$ cat src/rtl/ex.sv
// Execute stage of the scalar LoongArch pipeline: single-cycle logic/shift/arith/mul
// plus an iterative radix-2 restoring divider that stalls the pipeline via pause_ex.
package ex_pkg;
  localparam int unsigned ALU_OP_W  = 8;
  localparam int unsigned ALU_SEL_W = 3;
  localparam int unsigned DATA_W    = 32;
  localparam int unsigned ADDR_W    = 5;

  localparam logic [ALU_OP_W-1:0] ALU_NOP    = 8'h00;
  localparam logic [ALU_OP_W-1:0] ALU_OR     = 8'h01;
  localparam logic [ALU_OP_W-1:0] ALU_ORI    = 8'h02;
  localparam logic [ALU_OP_W-1:0] ALU_AND    = 8'h03;
  localparam logic [ALU_OP_W-1:0] ALU_NOR    = 8'h04;
  localparam logic [ALU_OP_W-1:0] ALU_XOR    = 8'h05;
  localparam logic [ALU_OP_W-1:0] ALU_SLLW   = 8'h06;
  localparam logic [ALU_OP_W-1:0] ALU_SRLW   = 8'h07;
  localparam logic [ALU_OP_W-1:0] ALU_SRAW   = 8'h08;
  localparam logic [ALU_OP_W-1:0] ALU_ADDW   = 8'h09;
  localparam logic [ALU_OP_W-1:0] ALU_SUBW   = 8'h0A;
  localparam logic [ALU_OP_W-1:0] ALU_SLT    = 8'h0B;
  localparam logic [ALU_OP_W-1:0] ALU_SLTU   = 8'h0C;
  localparam logic [ALU_OP_W-1:0] ALU_MULW   = 8'h0D;
  localparam logic [ALU_OP_W-1:0] ALU_MULHW  = 8'h0E;
  localparam logic [ALU_OP_W-1:0] ALU_MULHWU = 8'h0F;
  localparam logic [ALU_OP_W-1:0] ALU_DIVW   = 8'h10;
  localparam logic [ALU_OP_W-1:0] ALU_MODW   = 8'h11;
  localparam logic [ALU_OP_W-1:0] ALU_DIVWU  = 8'h12;
  localparam logic [ALU_OP_W-1:0] ALU_MODWU  = 8'h13;

  localparam logic [ALU_SEL_W-1:0] ALU_SEL_NOP   = 3'd0;
  localparam logic [ALU_SEL_W-1:0] ALU_SEL_LOGIC = 3'd1;
  localparam logic [ALU_SEL_W-1:0] ALU_SEL_SHIFT = 3'd2;
  localparam logic [ALU_SEL_W-1:0] ALU_SEL_ARITH = 3'd3;
endpackage

module ex
  import ex_pkg::*;
#(
  parameter int unsigned DIV_ITER = 32
) (
  input  logic                 clk,
  input  logic                 rst,
  input  logic                 flush_i,
  input  logic [ALU_OP_W-1:0]  aluop_i,
  input  logic [ALU_SEL_W-1:0] alusel_i,
  input  logic [DATA_W-1:0]    reg1_i,
  input  logic [DATA_W-1:0]    reg2_i,
  input  logic [ADDR_W-1:0]    reg_write_addr_i,
  input  logic                 reg_write_en_i,
  output logic [DATA_W-1:0]    reg_write_data_o,
  output logic [ADDR_W-1:0]    reg_write_addr_o,
  output logic                 reg_write_en_o,
  output logic                 pause_ex
);

  localparam int unsigned CNT_W  = $clog2(DIV_ITER);
  localparam int unsigned PROD_W = 2 * DATA_W;

  typedef enum logic [1:0] {
    S_IDLE,
    S_CALC,
    S_DONE
  } state_e;

  function automatic logic [DATA_W-1:0] neg(input logic [DATA_W-1:0] x);
    return ~x + DATA_W'(1);
  endfunction

  state_e              state_q, state_d;
  logic [CNT_W-1:0]    cnt_q, cnt_d;
  logic [DATA_W-1:0]   rem_q, rem_d;
  logic [DATA_W-1:0]   quot_q, quot_d;
  logic [DATA_W-1:0]   div_q, div_d;
  logic                q_neg_q, q_neg_d;
  logic                r_neg_q, r_neg_d;
  logic                is_mod_q, is_mod_d;
  logic                zero_q, zero_d;

  logic                is_div_c, is_signed_c, is_mod_c, a_neg_c, b_neg_c, pause_c;
  logic [4:0]          sh_c;
  logic [PROD_W-1:0]   prod_s_c, prod_u_c;
  logic [DATA_W:0]     trial_c, diff_c;
  logic [DATA_W-1:0]   logic_res_c, shift_res_c, arith_res_c, div_res_c, result_c;

  assign is_div_c    = (aluop_i == ALU_DIVW) || (aluop_i == ALU_MODW) ||
                       (aluop_i == ALU_DIVWU) || (aluop_i == ALU_MODWU);
  assign is_signed_c = (aluop_i == ALU_DIVW) || (aluop_i == ALU_MODW);
  assign is_mod_c    = (aluop_i == ALU_MODW) || (aluop_i == ALU_MODWU);
  assign a_neg_c     = is_signed_c & reg1_i[DATA_W-1];
  assign b_neg_c     = is_signed_c & reg2_i[DATA_W-1];
  assign sh_c        = reg2_i[4:0];

  // Low 64 bits of a product of sign-/zero-extended operands give the exact result.
  assign prod_s_c = {{DATA_W{reg1_i[DATA_W-1]}}, reg1_i} * {{DATA_W{reg2_i[DATA_W-1]}}, reg2_i};
  assign prod_u_c = {{DATA_W{1'b0}}, reg1_i} * {{DATA_W{1'b0}}, reg2_i};

  always_comb begin
    logic_res_c = '0;
    case (aluop_i)
      ALU_OR, ALU_ORI: logic_res_c = reg1_i | reg2_i;
      ALU_AND:         logic_res_c = reg1_i & reg2_i;
      ALU_NOR:         logic_res_c = ~(reg1_i | reg2_i);
      ALU_XOR:         logic_res_c = reg1_i ^ reg2_i;
      default:         logic_res_c = '0;
    endcase
  end

  always_comb begin
    shift_res_c = '0;
    case (aluop_i)
      ALU_SLLW: shift_res_c = reg1_i << sh_c;
      ALU_SRLW: shift_res_c = reg1_i >> sh_c;
      ALU_SRAW: shift_res_c = $unsigned($signed(reg1_i) >>> sh_c);
      default:  shift_res_c = '0;
    endcase
  end

  // Divider result is only meaningful in DONE; zero-divisor results were stored raw.
  always_comb begin
    div_res_c = '0;
    if (zero_q) begin
      div_res_c = is_mod_q ? rem_q : quot_q;
    end else if (is_mod_q) begin
      div_res_c = r_neg_q ? neg(rem_q) : rem_q;
    end else begin
      div_res_c = q_neg_q ? neg(quot_q) : quot_q;
    end
  end

  always_comb begin
    arith_res_c = '0;
    case (aluop_i)
      ALU_ADDW:   arith_res_c = reg1_i + reg2_i;
      ALU_SUBW:   arith_res_c = reg1_i - reg2_i;
      ALU_SLT:    arith_res_c = DATA_W'($signed(reg1_i) < $signed(reg2_i));
      ALU_SLTU:   arith_res_c = DATA_W'(reg1_i < reg2_i);
      ALU_MULW:   arith_res_c = prod_u_c[DATA_W-1:0];
      ALU_MULHW:  arith_res_c = prod_s_c[PROD_W-1:DATA_W];
      ALU_MULHWU: arith_res_c = prod_u_c[PROD_W-1:DATA_W];
      ALU_DIVW, ALU_MODW, ALU_DIVWU, ALU_MODWU:
                  arith_res_c = (state_q == S_DONE) ? div_res_c : '0;
      default:    arith_res_c = '0;
    endcase
  end

  always_comb begin
    result_c = '0;
    case (alusel_i)
      ALU_SEL_LOGIC: result_c = logic_res_c;
      ALU_SEL_SHIFT: result_c = shift_res_c;
      ALU_SEL_ARITH: result_c = arith_res_c;
      default:       result_c = '0;
    endcase
  end

  assign trial_c = {rem_q, quot_q[DATA_W-1]};
  assign diff_c  = trial_c - {1'b0, div_q};

  // Divider next-state: capture in IDLE, one restoring step per CALC cycle.
  always_comb begin
    state_d  = state_q;
    cnt_d    = cnt_q;
    rem_d    = rem_q;
    quot_d   = quot_q;
    div_d    = div_q;
    q_neg_d  = q_neg_q;
    r_neg_d  = r_neg_q;
    is_mod_d = is_mod_q;
    zero_d   = zero_q;
    case (state_q)
      S_IDLE: begin
        if (is_div_c) begin
          zero_d   = (reg2_i == '0);
          is_mod_d = is_mod_c;
          q_neg_d  = a_neg_c ^ b_neg_c;
          r_neg_d  = a_neg_c;
          div_d    = b_neg_c ? neg(reg2_i) : reg2_i;
          cnt_d    = '0;
          if (reg2_i == '0) begin
            quot_d  = '1;
            rem_d   = reg1_i;
            state_d = S_DONE;
          end else begin
            quot_d  = a_neg_c ? neg(reg1_i) : reg1_i;
            rem_d   = '0;
            state_d = S_CALC;
          end
        end
      end
      S_CALC: begin
        if (!diff_c[DATA_W]) begin
          rem_d  = diff_c[DATA_W-1:0];
          quot_d = {quot_q[DATA_W-2:0], 1'b1};
        end else begin
          rem_d  = trial_c[DATA_W-1:0];
          quot_d = {quot_q[DATA_W-2:0], 1'b0};
        end
        cnt_d = cnt_q + CNT_W'(1);
        if (cnt_q == CNT_W'(DIV_ITER - 1)) begin
          state_d = S_DONE;
        end
      end
      S_DONE:  state_d = S_IDLE;
      default: state_d = S_IDLE;
    endcase
    if (flush_i) begin
      state_d = S_IDLE;
    end
  end

  always_ff @(posedge clk) begin
    if (rst) begin
      state_q  <= S_IDLE;
      cnt_q    <= '0;
      rem_q    <= '0;
      quot_q   <= '0;
      div_q    <= '0;
      q_neg_q  <= 1'b0;
      r_neg_q  <= 1'b0;
      is_mod_q <= 1'b0;
      zero_q   <= 1'b0;
    end else begin
      state_q  <= state_d;
      cnt_q    <= cnt_d;
      rem_q    <= rem_d;
      quot_q   <= quot_d;
      div_q    <= div_d;
      q_neg_q  <= q_neg_d;
      r_neg_q  <= r_neg_d;
      is_mod_q <= is_mod_d;
      zero_q   <= zero_d;
    end
  end

  assign pause_c = ((state_q == S_IDLE) && is_div_c) || (state_q == S_CALC);

  assign pause_ex         = ~rst & pause_c;
  assign reg_write_data_o = rst ? '0 : result_c;
  assign reg_write_addr_o = rst ? '0 : reg_write_addr_i;
  assign reg_write_en_o   = ~rst & reg_write_en_i & ~pause_c;

endmodule

$ cat config.mk
export PLATFORM = sky130hd
export DESIGN_NAME = ex
export DESIGN_NICKNAME = d
export VERILOG_FILES = /design/src/rtl/ex.sv
export SDC_FILE = /design/constraint.sdc
export NUM_CORES = 2
export LEC_CHECK = 0
export BUFFER_PORTS_ARGS = -buffer_cell sky130_fd_sc_hd__buf_2
export CAP_MARGIN = 5
export CELL_PAD_IN_SITES_DETAIL_PLACEMENT = 1
export CELL_PAD_IN_SITES_GLOBAL_PLACEMENT = 1
export CORE_MARGIN = 2
export CORE_UTILIZATION = 35
export CTS_BUF_LIST = sky130_fd_sc_hd__clkbuf_16
export DETAILED_ROUTE_END_ITERATION = 16
export HOLD_SLACK_MARGIN = 0.05
export PLACE_DENSITY = 0.59
export SYNTH_ARGS = -nofsm -noshare
export SYNTH_HDL_FRONTEND = slang
export SYNTH_SLANG_ARGS = --single-unit
$ cat constraint.sdc
create_clock -name clk -period 24.4 [get_ports clk]
set_clock_uncertainty 0.2 [all_clocks]
set_input_delay 3.66 -clock clk [delete_from_list [all_inputs] [get_ports clk]]
set_output_delay 3.66 -clock clk [all_outputs]
set_load 0.03 [all_outputs]
# Word level (Yosys, flattened, before mapping)
# Cells that the tools add are included.
# classes
n_shift	3
n_addsub	8
mul	2
bitwise	16
muxes	28
n_reduce_logical	15
order_cmp	2
eq_ne	27
# op_table
cell	n
$mux 32	14
$pmux 32 s8	1
$pmux 32 s3	2
$not 32->32	5
$add 32x1->32 const B	4
$mul 32x32->64	2
$pmux 32 s2	2
$pmux 32 s4	1
$eq 8x4->1 const B	8
$lt 32x32->1	2
$sub 33x32->33	1
$add 32x32->32	1
$and 32x32->32	1
$eq 8x3->1 const B	4
$eq 8x5->1 const B	4
$logic_not 32->1	1
$or 32x32->32	1
$shl 32x5->32	1
$shr 32x5->32	1
$sshr 32x5->32	1
$sub 32x32->32	1
$xor 32x32->32	1
$eq 8x2->1 const B	2
$mux 5	2
22 further kinds	38
# totals
elab_cells	110
out_inout_bits	39
inputBits	84
ff_bits	107

# Depth between registers and ports, before layout
# logic_depth
ltp_word	9
depth_mapped	37
ltp_nobuf	29

# Least setup slack after synthesis
# No wires, ideal clock.
# synth_timing
path_type	input port to output port
start	input reg2_i[0]
end	output reg_write_data_o[28]
slack_ns	7.564
path_stages	33
t_arrival_ns	12.976
path_cell_list	buf_4 -> buf_2 -> buf_1 -> clkbuf_1 -> buf_1 -> clkbuf_1 -> buf_1 -> nand2_1 -> inv_1 -> ha_1 -> fa_1 -> fa_1 -> fa_1 -> inv_1 -> fa_1 -> inv_1 -> fa_1 -> inv_1 -> fa_1 -> inv_1 -> fa_1 -> ha_1 -> a21o_1 -> a21o_1 -> a21o_1 -> a21o_1 -> a21oi_1 -> o21ai_0 -> nand2_1 -> o21ai_0 -> mux2i_1 -> nor4_1 -> a221oi_1
# synth_via
elab_chain_len	4
elab_cells_between_ends	11
# synth_rtl
element	line	source
start, declared	47	input logic [DATA_W-1:0] reg2_i,
$mul 32x32->64 (tied with other cells)	95	assign prod_u_c = {{DATA_W{1'b0}}, reg1_i} * {{DATA_W{1'b0}}, reg2_i};
$pmux 32 s8 / $pmux 32 s3 (equally long branches)	132, 110	
$pmux 32 s3 *	148	case (alusel_i)
$mux 32 *	238	assign reg_write_data_o = rst ? '0 : result_c;
end, declared	50	output logic [DATA_W-1:0] reg_write_data_o,
# Every way passes the cells marked *; elsewhere a longest branch is shown, timed or not.

# Worst setup path after layout
# layout_timing
start	input reg1_i[31]
end	output reg_write_data_o[28]
# layout_via
elab_chain_len	4
elab_cells_between_ends	9
# layout_rtl
element	line	source
start, declared	46	input logic [DATA_W-1:0] reg1_i,
$mul 32x32->64 (tied with other cells)	95	
$pmux 32 s8 / $pmux 32 s3 (equally long branches)	132, 110	
$pmux 32 s3 *	148	
$mux 32 *	238	
# Marks and branches as above.

==> results_tabular.tex <==
\begin{tabular}{lr}
\hline
Metric & Value \\
\hline
\multicolumn{2}{l}{\textbf{Global routing}} \\
Antenna violations before repair & 28 \\
Grt ovf & 0 \\
Maximum number of pins on one net before global-route repair & 72 \\
Number of global-route vias before repair & 66900 \\
Total global-route track usage & 35.0\% \\
Wire length of the first global-routing pass & roughly 500 mm \\
\multicolumn{2}{l}{\textbf{Min path}} \\
Hold/Removal Path Class & reg -> reg \\
Worst hold path stage count & 2 \\
Endpoint with the worst hold slack & div\_q[31]\$\_SDFFE\_PP0P\_ \\
Worst min-delay path startpoint & div\_q[31]\$\_SDFFE\_PP0P\_ \\
\multicolumn{2}{l}{\textbf{Critical path}} \\
Worst EP required & around 21 ns \\
Data arrival time of the critical path & 14.93 ns \\
Capturing point of the worst reg2reg path & rem\_q[15]\$\_SDFFE\_PP0P\_ \\
Worst-path fanout max & 17 \\
Crit. End Element & output pin \\
Launching point of the worst reg2reg path & quot\_q[31]\$\_SDFFE\_PP0P\_ \\
Slowest library cell on the worst path & inv\_1 \\
Critical path's most frequent cell & fa\_1 \\
Setup slack, reg-to-reg & 19.14 ns \\
Worst Reg-to-Reg Cells & 15 \\
Startpoint types & primary input \\
Max stage delay on crit path & 1.08 ns \\
Start-to-end type of the worst setup path & in -> out \\
\multicolumn{2}{l}{\textbf{Timing}} \\
Tightest Pin Transition & around 1.4 ns \\
Total negative slack for setup checks & 0 ns \\
Unrepaired setup endpoints after global routing & false \\
Final number of max-transition violations & 0 \\
Worst slew margin relative to its limit & around 8.5\% \\
Hold Violations, Final & 0 \\
Time the worst path needs with I/O delays and setup & $\sim$19 ns \\
Post-route fraction of the period consumed by the critical path & between 70\% and 80\% \\
Setup violation total in the final timing report & 0 \\
Upper clock frequency limit & 0.0532 GHz \\
\multicolumn{2}{l}{\textbf{Layout}} \\
Layout Nets & 10200 \\
Layout-stage area growth over the synthesis result & 5.53\% \\
Share of post-route cells with drive strength above 1 & 5.90\% \\
\multicolumn{2}{l}{\textbf{Route}} \\
Number of detailed-routing iterations run before antenna repair & 6 \\
Post-route ant nets & 0 \\
Wire length per cell after detailed routing & between 30 and 40 um \\
Post-DR vias/cell & 5.75 \\
Total wire length after detailed routing & 350 mm \\
Starting DRT DRC Count & 5460 \\
Total via count in the routed design & 61900 \\
Residual DRC count & 0 \\
\multicolumn{2}{l}{\textbf{CTS}} \\
Buffer type at the clock tree root & clkbuf\_16 \\
Longest Clk Path Bufs & 2 \\
Total CTS buffers & 9 \\
Gates resized, CTS repair & 0 \\
H-tree depth & 3 \\
Hold buffer count at cts & 0 \\
Clk pin slew, worst setup/hold paths & 0.08 ns \\
Clock latency of the later-clocked register in the worst-skew pair & 0.38 ns \\
\# Post-CTS Setup Buffers & 0 \\
CTS Sinks & 107 \\
Clock tree from TritonCTS & built \\
\multicolumn{2}{l}{\textbf{Logic synthesis}} \\
Net count after synthesis & 10400 \\
Distinct cells, synth & 104 \\
Most frequent cells after synthesis & 1705 x inv\_1, 1474 x fa\_1, 882 x nor2\_1 \\
Number of warnings issued by yosys & 0 \\
Number of flops mapped to enable cells by yosys & 0 \\
Synthesis-stage register bit count & 107 \\
Post-synthesis cell type with the largest combined area & fa\_1 \\
Leading post-synthesis cells by cell area & fa\_1 43\%, ha\_1 9.4\%, inv\_1 9.3\%, nor2\_1 4.8\%, nand2\_1 4.6\% \\
Share of the synthesized area in the top cell type & 42.8\% \\
Synthesized area & 69000 um2 \\
Most repeated cell in the gate-level netlist after synthesis & inv\_1 \\
Most used DFF post-synth & dfxtp\_1 \\
Gate count of the mapped netlist & 8275 \\
Sequential area share after synthesis & 3.11\% \\
Post-synthesis average cell area & 8.33 um2 \\
Async set or reset register ratio after synthesis & 0\% \\
\multicolumn{2}{l}{\textbf{Status}} \\
Outcome & complete, no violations \\
\multicolumn{2}{l}{\textbf{Die}} \\
Placeable core area & 195000 um2 \\
Vertical extent of the die & 448 um \\
Ports & 123 \\
Core Rows & 162 \\
Die outline area & 201000 um2 \\
Die X & 448 um \\
Initial Util & a little over a third \\
\multicolumn{2}{l}{\textbf{Placement}} \\
Port Buffer Count & 122 \\
Placed wire-length estimate after detailed placement & approximately 280 mm \\
Routability Congestion & 1.02 \\
\multicolumn{2}{l}{\textbf{Run}} \\
Max-cap violations & 0 \\
\hline
\end{tabular}
==> worst max-delay path by stage <==
| stage | start | end | cells past startpoint |
|---|---|---|---|
| global route | reg1_i[31] | reg_write_data_o[28] | 30 |
| CTS | reg1_i[31] | reg_write_data_o[28] | 30 |
| floorplan | reg2_i[0] | reg_write_data_o[28] | 33 |
| global placement | reg1_i[31] | reg_write_data_o[28] | 30 |
| detailed placement | reg1_i[31] | reg_write_data_o[28] | 30 |
| finish | reg1_i[31] | reg_write_data_o[28] | 30 |
==> critical path, delay by kind of cell <==
kind / cells / cell delay [ns]
compound gates: 8 / 3.60
fa+ha+maj: 9 / 4.64
buf+inv: 9 / 1.98
mux: 1 / 0.28
simple gates: 3 / 0.67
==> through the flow <==
step / util (%) / std cells / cell area (um2) / hold WS, ns / setup slack [ns]
global route: 37.2 / 10800 / 72800 / 0.289 / 5.48
finish: 37.2 / 10800 / 72800 / 0.262 / 5.61
detailed placement: 37.1 / 10700 / 72500 / 0.252 / 5.96
CTS: 37.2 / 10700 / 72800 / 0.262 / 5.91
floorplan: - / 8275 / 69000 / 0.232 / 7.56
global placement: 37.1 / 10700 / 72500 / 0.244 / 5.89
==> logic make-up after synthesis <==
group                    Yosys count  share of synthesized area [%]
XOR/XNOR                         233                           2.96
flip-flops                       107                           3.11
adder cells (fa/ha/maj)         1994                           52.2
buffers and inverters           2200                           12.1
multiplexers                     133                           2.46
AND/OR/NAND/NOR                 2184                           13.5
AO/OA/AOI/OAI                   1424                           13.7
==> registers in the layout (all words and copies together) (netlist names) <==
name / count
state_q: 2
zero_q: 1
q_neg_q: 1
is_mod_q: 1
quot_q: 32
r_neg_q: 1
cnt_q: 5
div_q: 32
rem_q: 32
==> area by class of cell <==
cell class | count | area, um2
Tap cell | 2624 | 3280
Clock inverter | 6 | 51.3
Clock buffer | 9 | 225
Sequential cell | 107 | 2140
Antenna cell | 7 | 17.5
Multi-Input combinational cell | 5968 | 58600
Timing Repair Buffer | 297 | 1930
Fill cell | 23300 | 123000
Inverter | 1737 | 6520
==> metal layers <==
layer | share of wire [%] | vias up | global-route usage [%]
met5 | 0.028 | - | 0
met4 | 6.4 | 16 | 18.3
met3 | 7.9 | 603 | 5.99
met2 | 44 | 2614 | 54.6
met1 | 41 | 32800 | 46.7
li1 | - | 25800 | -
==> cells in the final DEF (no fill, tap or decap), types with 95 or more instances in the layout <==
master,instances
inv_1,1697
fa_1,1473
nor2_1,873
nand2_1,843
ha_1,520
a21oi_1,388
o21ai_0,280
buf_4,179
xnor2_1,162
buf_2,118
dfxtp_1,106
a21o_1,95
Power is left out: the tool's default activity adds up to more than one toggle a clock period on the data nets, which glitch-free logic cannot reach.
